**config.mk**
```make
export PLATFORM = sky130hd
export DESIGN_NAME = bcd_display_scanner
export DESIGN_NICKNAME = d
export VERILOG_FILES = /design/src/rtl/bcd_display_pkg.sv /design/src/rtl/bcd_to_seven_seg.sv /design/src/rtl/bcd_display_scanner.sv
export SDC_FILE = /design/constraint.sdc
export NUM_CORES = 1
export LEC_CHECK = 0
export CORE_MARGIN = 2
export CORE_UTILIZATION = 56
export DETAILED_ROUTE_END_ITERATION = 7
export GPL_TIMING_DRIVEN = 0
export HOLD_SLACK_MARGIN = 0.05
export PLACE_DENSITY = 0.81
export REMOVE_ABC_BUFFERS = 1
export SYNTH_ARGS = -nofsm -noshare
export SYNTH_HDL_FRONTEND = slang
export SYNTH_SLANG_ARGS = --single-unit
```
**constraint.sdc**
```tcl
create_clock -name clk -period 2.9 [get_ports clk]
set_input_delay 0.435 -clock clk [delete_from_list [all_inputs] [get_ports clk]]
set_output_delay 0.435 -clock clk [all_outputs]
set_load 0.05 [all_outputs]
```
**src/rtl/bcd_display_pkg.sv**
```systemverilog
// rtl/bcd_display_pkg.sv - segment patterns, digit slot indices and anode constants for the BCD display scanner
package bcd_display_pkg;

   // Active-high segment patterns, bit order {g,f,e,d,c,b,a}
   localparam logic [6:0] SEG_0    = 7'h3F;
   localparam logic [6:0] SEG_1    = 7'h06;
   localparam logic [6:0] SEG_2    = 7'h5B;
   localparam logic [6:0] SEG_3    = 7'h4F;
   localparam logic [6:0] SEG_4    = 7'h66;
   localparam logic [6:0] SEG_5    = 7'h6D;
   localparam logic [6:0] SEG_6    = 7'h7D;
   localparam logic [6:0] SEG_7    = 7'h07;
   localparam logic [6:0] SEG_8    = 7'h7F;
   localparam logic [6:0] SEG_9    = 7'h6F;
   localparam logic [6:0] SEG_DASH = 7'h40;
   localparam logic [6:0] SEG_OFF  = 7'h00;

   localparam logic [1:0] DIG_ONES    = 2'd0;
   localparam logic [1:0] DIG_TENS    = 2'd1;
   localparam logic [1:0] DIG_HUNDRED = 2'd2;

   localparam logic [2:0] AN_ALL_OFF = 3'b111;

endpackage

```
**src/rtl/bcd_to_seven_seg.sv**
```systemverilog
// rtl/bcd_to_seven_seg.sv - combinational BCD to active-high 7-segment decoder, dash for values above 9
module bcd_to_seven_seg
   import bcd_display_pkg::*;
(
   input  logic [3:0] bcd,
   output logic [6:0] seg
);

   always_comb begin
      seg = SEG_DASH;
      case (bcd)
         4'd0:    seg = SEG_0;
         4'd1:    seg = SEG_1;
         4'd2:    seg = SEG_2;
         4'd3:    seg = SEG_3;
         4'd4:    seg = SEG_4;
         4'd5:    seg = SEG_5;
         4'd6:    seg = SEG_6;
         4'd7:    seg = SEG_7;
         4'd8:    seg = SEG_8;
         4'd9:    seg = SEG_9;
         default: seg = SEG_DASH;
      endcase
   end

endmodule

```
**src/rtl/bcd_display_scanner.sv**
```systemverilog
// rtl/bcd_display_scanner.sv - 3-digit multiplexed 7-segment scanner with per-frame snapshot,
// leading-zero blanking and a blinking done indication
module bcd_display_scanner
   import bcd_display_pkg::*;
#(
   parameter int REFRESH_DIV    = 100000,
   parameter int BLINK_FRAMES   = 125,
   parameter bit SEG_ACTIVE_LOW = 1'b1
) (
   input  logic       clk,
   input  logic       reset,
   input  logic [3:0] ones,
   input  logic [3:0] tens,
   input  logic [3:0] hundred,
   input  logic       done,
   output logic [6:0] seg,
   output logic       dp,
   output logic [2:0] an
);

   localparam int PRE_W = (REFRESH_DIV > 1) ? $clog2(REFRESH_DIV) : 1;
   localparam int FRM_W = (BLINK_FRAMES > 1) ? $clog2(BLINK_FRAMES) : 1;
   localparam logic [6:0] SEG_OFF_OUT = SEG_ACTIVE_LOW ? ~SEG_OFF : SEG_OFF;
   localparam logic       DP_OFF_OUT  = SEG_ACTIVE_LOW;

   logic [PRE_W-1:0] pre_cnt_q, pre_cnt_d;
   logic [1:0]       dig_idx_q, dig_idx_d;
   logic [FRM_W-1:0] frame_cnt_q, frame_cnt_d;
   logic             blink_on_q, blink_on_d;
   logic             done_hold_q, done_hold_d;
   logic [3:0]       shadow_ones_q, shadow_ones_d;
   logic [3:0]       shadow_tens_q, shadow_tens_d;
   logic [3:0]       shadow_hundred_q, shadow_hundred_d;
   logic [2:0]       an_q, an_d;
   logic [6:0]       seg_q, seg_d;
   logic             dp_q, dp_d;

   logic             tick;
   logic             frame_end;
   logic [3:0]       cur_digit;
   logic             digit_blank;
   logic [6:0]       dec_seg;
   logic [6:0]       seg_ah;
   logic             dp_on;

   assign tick      = (pre_cnt_q == PRE_W'(REFRESH_DIV - 1));
   assign frame_end = tick && (dig_idx_q == DIG_HUNDRED);

   // Digit selection and blanking only ever look at the shadow copies
   always_comb begin
      cur_digit   = shadow_ones_q;
      digit_blank = 1'b0;
      case (dig_idx_q)
         DIG_TENS: begin
            cur_digit   = shadow_tens_q;
            digit_blank = (shadow_hundred_q == 4'd0) && (shadow_tens_q == 4'd0);
         end
         DIG_HUNDRED: begin
            cur_digit   = shadow_hundred_q;
            digit_blank = (shadow_hundred_q == 4'd0);
         end
         default: begin
            cur_digit   = shadow_ones_q;
            digit_blank = 1'b0;
         end
      endcase
   end

   bcd_to_seven_seg u_dec (
      .bcd (cur_digit),
      .seg (dec_seg)
   );

   always_comb begin
      pre_cnt_d = tick ? '0 : pre_cnt_q + PRE_W'(1);

      dig_idx_d = dig_idx_q;
      if (tick) begin
         dig_idx_d = (dig_idx_q == DIG_HUNDRED) ? DIG_ONES : dig_idx_q + 2'd1;
      end

      shadow_ones_d    = shadow_ones_q;
      shadow_tens_d    = shadow_tens_q;
      shadow_hundred_d = shadow_hundred_q;
      if (frame_end) begin
         shadow_ones_d    = ones;
         shadow_tens_d    = tens;
         shadow_hundred_d = hundred;
      end

      done_hold_d = done_hold_q | done;

      frame_cnt_d = frame_cnt_q;
      blink_on_d  = blink_on_q;
      if (done_hold_q && frame_end) begin
         if (frame_cnt_q == FRM_W'(BLINK_FRAMES - 1)) begin
            frame_cnt_d = '0;
            blink_on_d  = ~blink_on_q;
         end else begin
            frame_cnt_d = frame_cnt_q + FRM_W'(1);
         end
      end

      seg_ah = digit_blank ? SEG_OFF : dec_seg;
      seg_d  = SEG_ACTIVE_LOW ? ~seg_ah : seg_ah;

      an_d = AN_ALL_OFF;
      if (!digit_blank && blink_on_q) begin
         case (dig_idx_q)
            DIG_ONES:    an_d = 3'b110;
            DIG_TENS:    an_d = 3'b101;
            DIG_HUNDRED: an_d = 3'b011;
            default:     an_d = AN_ALL_OFF;
         endcase
      end

      dp_on = (dig_idx_q == DIG_ONES) && done_hold_q && blink_on_q;
      dp_d  = SEG_ACTIVE_LOW ? ~dp_on : dp_on;
   end

   always_ff @(posedge clk or posedge reset) begin
      if (reset) begin
         pre_cnt_q        <= '0;
         dig_idx_q        <= DIG_ONES;
         frame_cnt_q      <= '0;
         blink_on_q       <= 1'b1;
         done_hold_q      <= 1'b0;
         shadow_ones_q    <= 4'd0;
         shadow_tens_q    <= 4'd0;
         shadow_hundred_q <= 4'd0;
         an_q             <= AN_ALL_OFF;
         seg_q            <= SEG_OFF_OUT;
         dp_q             <= DP_OFF_OUT;
      end else begin
         pre_cnt_q        <= pre_cnt_d;
         dig_idx_q        <= dig_idx_d;
         frame_cnt_q      <= frame_cnt_d;
         blink_on_q       <= blink_on_d;
         done_hold_q      <= done_hold_d;
         shadow_ones_q    <= shadow_ones_d;
         shadow_tens_q    <= shadow_tens_d;
         shadow_hundred_q <= shadow_hundred_d;
         an_q             <= an_d;
         seg_q            <= seg_d;
         dp_q             <= dp_d;
      end
   end

   assign an  = an_q;
   assign seg = seg_q;
   assign dp  = dp_q;

endmodule
```
==> flow_summary_export.csv, run 1 <==
group,metric,value,unit
run_status,status,"complete, no violations",
drt,drt_iter0_markers,62,
yosys,syn_inst,229,
place,dp_slack,739,ps
grt,grt_max_degree,36,
yosys,synth_top_family_by_area,"simple AND/OR/NAND/NOR gates",
yosys,synth_edf_count,0,
yosys,yosys_most_used_dff,"dfrtp_1",
drt,viasPerCell,5.84,
critical_path,crit_chain,"inv_1 > ha_1 > a22oi_1 > a21oi_1 > inv_1 > ha_1 > inv_1 > nand2_1 > a41oi_1",
drt,firstDrtPassIters,5,
critical_path,cp-end-kind,"flop",
yosys,ys_types,46,
place,dp.cells,298,
timing,finalHoldViolCount,0,
yosys,ys_ff_latch,51,
hold_path,hold_class,"in2async",
cts,path_clk_slew,90,ps
yosys,synthArstFlopShare,100,%
cts,cts.repair.resized,0,
floorplanning,fp.dieW,72.0,um
layout,nFillCells,353,
critical_path,crit_fanout,8,
drt,vias,1788,
drt,ant_nets,0,
timing,setup_ws,711,ps
place,place.gp.congestion,0.809,
critical_path,critPathLaunchType,"flop",
timing,tns,0,ps
yosys,netlist_area,2590,sq um
critical_path,cp_common_cell,"inv_1",
yosys,yosys-top-cells-area,"dfrtp_1 38%, dfstp_2 12%, ha_1 6.3%",
yosys,seq_area_frac_synth,49.9,%
cts,cts_inserted_buffers,5,
floorplanning,die_h,72.0,um
floorplanning,start_util,58.6,%
floorplanning,ios,26,
cts,cts_tree,"built",
yosys,synth_most_common_cell,"dfrtp_1",
timing,max_freq,0.457,GHz
critical_path,critical_path.top_delay_family,"compound AO/OA/AOI/OAI gates",
critical_path,slowest_delay,410,ps
layout,fin_cells,306,
timing,finalCriticalPeriod,2190,ps
grt,antenna_found_initial,0,
critical_path,path_class,"reg2reg",
layout,layout-drive-gt1-share,16.9,%
critical_path,slowest_stage,"dfrtp_1",
grt,grt_pass1_vias,1777,
grt,grt_pass1_wl,7770,um
layout,nets,281,
cts,max-clock-path-buffers,2,
place,portBuffers,25,
pwr,p_per_area,422,nW/um^2
pwr,leakagePower,1.24,nW
timing,fin_skew,8.36,ps
critical_path,cp_num_buf_inv,3,
drt,totalWireLength,4470,um
yosys,synth_xor_area_share,4.74,%
layout,utilization,66.6,%
yosys,synthTopCellsByCount,"39 x dfrtp_1, 16 x nand3_1, 13 x ha_1",
grt,grt.total_usage,19.1,%
yosys,yosysTopAreaCell,"dfrtp_1",
timing,worstMarginPinSlew,678,ps
floorplanning,die_area,5180,sq um
pwr,ir_drop,0.357,mV
grt,overflow,0,
timing,setup_viol_count_final,0,
yosys,synth_area_per_cell,11.3,sq um
floorplanning,rows,24,
layout,antennaDiodeCount,0,
yosys,synthAdderAreaFrac,6.29,%
timing,grt_setup_unrepaired,"false",
cts,htreeDepth,2,
yosys,synthMuxAreaShare,7.35,%
yosys,synth-compound-area-share,10.8,%
job,max_cap_viol_count,0,
yosys,yosysWarningCount,0,
timing,report.final.slew_viol_count,0,
timing,fin_crit_sh,75.5,%
timing,holdWs,415,ps
drt,drc,0,
cts,clock-root-buffer,"clkbuf_8",
layout,areaGrowthSynthToFinish,13.7,%
yosys,synth-simple-area-share,17.1,%
critical_path,crit_arrival,2400,ps
cts,clock_latency,300,ps
critical_path,required,3110,ps
drt,wl_per_cell,14.6,um
cts,hold_buffers,0,
floorplanning,coreArea,4410,sq um
timing,max_slew_margin,54.7,%
yosys,synth_top_area_share,37.7,%
cts,cts_setup_buffers,0,
place,hpwl,3330,um
cts,clock-sinks,51,
==> layer usage <==
layer	part of all wire [%]	up-vias	global-route usage [%]	routed length [um]
met4	1.0	0	6.08	46
met5	0	-	0	0
met1	47	884	25.5	2120
li1	-	865	-	-
met2	48	34	31.4	2150
met3	3.4	5	4.03	154
==> cells in the final DEF, fill, tap and decap left out, types with 2 or more instances in the layout <==
cell             count
clkbuf_1             3
o21ai_0              7
or3_1                3
o211ai_1             5
dfstp_2             12
a22oi_1              4
clkdlybuf4s50_1     25
nand4_1              5
xor2_1               5
or2_2                2
xnor2_1              9
nand2_1             11
nor2_1              12
dfrtp_1             39
and3_1               5
mux2i_1              4
and3_2               2
and2_1               3
ha_1                13
nand3_1             16
inv_1                9
a21oi_1              8
mux2_2              12
nor4_1               3
nor3_1               2
o31ai_1             10
clkbuf_8             5
==> stage by stage <==
stage	power, mW	cell area [sq um]
2_1_floorplan	0.825	2530
3_3_place_gp	0.867	2840
3_5_place_dp	0.873	2860
4_1_cts	1.26	2940
5_1_grt	1.29	2940
6_report	1.24	2940
==> worst paths after layout <==
| kind | from | to | slack [ps] | cells after the start |
|---|---|---|---|---|
| hold reg to reg | done_hold_q | dp | 480 | 1 |
| max in group asynchronous | reset | blink_on_q | 1920 | 3 |
| min in group clk | done_hold_q | dp | 480 | 1 |
| setup reg to reg | dig_idx_q[0] | seg[4] | 710 | 9 |
| setup / recovery | dig_idx_q[0] | seg[4] | 710 | 9 |
| hold / removal | reset | frame_cnt_q[1] | 410 | 2 |
==> cell families after synthesis <==
family,count (synthesis)
compound gates,41
xor+xnor,14
fa+ha+maj,13
buf+inv,19
flops,51
mux,17
simple gates,74
==> layout make-up <==
type | instances | area [sq um] | area share, %
clock buffers | 8 | 80.1 | 2.72
inverters | 10 | 37.5 | 1.28
multi-input cells | 159 | 1200 | 40.7
flip-flops and latches | 51 | 1290 | 43.9
well taps | 52 | 65.1 | 2.21
repair buffers | 26 | 270 | 9.19
==> state kept, by name, indices dropped and copies added, names as in the netlist <==
register,cells
seg,7
blink_on_q,1
dp,1
frame_cnt_q,7
pre_cnt_q,17
dig_idx_q,2
shadow_ones_q,4
shadow_tens_q,4
done_hold_q,1
shadow_hundred_q,4
an,3
==> power breakdown <==
group | switching (mW) | internal (mW)
Clock | 0.212 | 0.172
Combinational | 0.0664 | 0.0498
Sequential | 0.00806 | 0.733
Power figures use the tool's default switching activity.
==> run 2, diff against run 1 <==
- CORE_UTILIZATION: 56 -> 51
- PLACE_DENSITY: 0.81 -> 0.78
- clock period: 2.9 -> 2 ns (I/O delays scaled with it)
==> flow_summary_export.csv, run 2 (synthesis results as in run 1) <==
group,metric,value,unit
run_status,status,"complete, no violations",
critical_path,slowest_delay,820,ps
timing,worstMarginPinSlew,534,ps
job,max_cap_viol_count,0,
layout,final_common_cell,"dfrtp_1",
critical_path,critical_path.top_delay_family,"buffers and inverters",
critical_path,crit_fanout,1,
drt,drt_iter0_markers,109,
floorplanning,die_area,5660,sq um
critical_path,path_class,"reg2out",
critical_path,slowest_stage,"clkdlybuf4s50_1",
critical_path,crit_arrival,1660,ps
cts,path_clk_slew,90,ps
cts,clock_latency,300,ps
cts,cts_inserted_buffers,5,
layout,utilization,63.7,%
layout,layout-drive-gt1-share,22.3,%
drt,drc,0,
timing,finalHoldViolCount,0,
critical_path,r2r-end,"seg[4]",
timing,setup_viol_count_final,0,
timing,max_slew_margin,64.3,%
floorplanning,die_h,75.2,um
layout,areaGrowthSynthToFinish,18.5,%
grt,grt_pass1_vias,1782,
cts,cts_tree,"built",
drt,ant_nets,0,
critical_path,required,1700,ps
place,place.gp.congestion,0.843,
grt,overflow,0,
layout,nets,283,
cts,hold_buffers,0,
timing,report.final.slew_viol_count,0,
layout,regMostFlops,"pre_cnt_q",
critical_path,crit_chain,"clkdlybuf4s50_1",
timing,fin_skew,6.81,ps
critical_path,r2r_setup_slack,70,ps
layout,seq_area,1290,sq um
layout,largest_register_ff_count,17,
cts,clock-sinks,51,
pwr,p_per_area,635,nW/um^2
timing,fin_crit_sh,98.0,%
floorplanning,coreArea,4820,sq um
drt,wl_per_cell,14.8,um
timing,tns,0,ps
timing,max_freq,0.510,GHz
layout,nFillCells,396,
pwr,leakagePower,1.27,nW
drt,totalWireLength,4780,um
critical_path,critPathLaunch,"an[2]",
place,placed_area,2880,sq um
floorplanning,ios,26,
critical_path,endpoint,"an[2]",
layout,antennaDiodeCount,0,
cts,max-clock-path-buffers,2,
layout,multi_input_area,1260,sq um
grt,grt_pass1_wl,8320,um
floorplanning,rows,25,
critical_path,rr_startpoint,"dig_idx_q[1]",
grt,grt_max_degree,32,
critical_path,cp-end-kind,"output pin",
floorplanning,start_util,53.7,%
cts,htreeDepth,2,
pwr,ir_drop,0.371,mV
place,portBuffers,25,
place,hpwl,3460,um
drt,viasPerCell,5.51,
drt,firstDrtPassIters,4,
hold_path,hold_class,"in2async",
grt,antenna_found_initial,0,
critical_path,cp_num_buf_inv,1,
critical_path,critPathLaunchType,"flop",
critical_path,ff2ff_path_depth,9,
timing,finalCriticalPeriod,1960,ps
floorplanning,fp.dieW,75.2,um
cts,clock-root-buffer,"clkbuf_8",
drt,vias,1781,
layout,layout_common_cells,"38 x dfrtp_1, 25 x clkdlybuf4s50_1, 16 x nand3_1",
grt,grt.total_usage,19.2,%
critical_path,critical_path_depth,1,
layout,design_area,3070,sq um
## run 2: changes by cell type in the layout (fill, tap and decap cells not counted), sizes merged
cell | before | now
buf | 1 | 3
bufinv | 0 | 1
clkbuf | 8 | 7
## run 2: through the flow
stage               power [mW]  cells  setup WS, ps  hold slack, ps
detailed placement        1.27    313          -169             469
finish                    1.95    323          40.0             322
global placement          1.26    312          -474             461
CTS                       1.97    321        0.0564             328
floorplan                 1.20    220           113             412
global route              2.04    323         -32.3             359
## run 2: worst min path at each step
stage / start / end / slack (ps)
floorplan: done / done_hold_q / 410
global placement: done_hold_q / dp / 460
detailed placement: done_hold_q / dp / 470
CTS: reset / shadow_ones_q[3] / 330
global route: reset / shadow_hundred_q[0] / 360
finish: reset / frame_cnt_q[6] / 320
## run 2: final cells by class
type	instances	area share, %
clock inverter	1	0.979
inverter	10	1.31
clock buffer	7	2.49
sequential	51	42.1
multi-input combinational	159	41.0
timing repair buffer	28	9.30
tap	67	2.73
## run 2: repair_timing
| action | in CTS | in global routing |
|---|---|---|
| setup buffers | 0 | 2 |
| setup endpoints to repair | 13 | 23 |
| pin swaps | 0 | 2 |
| gates resized for setup | 9 | 8 |
## run 2: per-layer routing
metal | wire length (um) | share of wire [%] | vias up | global-route usage [%]
met5 | 0 | 0 | - | 0
met4 | 52 | 1.1 | 0 | 4.68
met3 | 127 | 2.7 | 6 | 4.82
met2 | 2400 | 50 | 24 | 32.2
met1 | 2200 | 46 | 880 | 25.2
li1 | - | - | 871 | -
## run 2: where the power goes
part / switching (mW) / internal (mW)
registers: 0.0119 / 1.06
clock network: 0.320 / 0.375
logic: 0.101 / 0.0759
total: 0.433 / 1.51
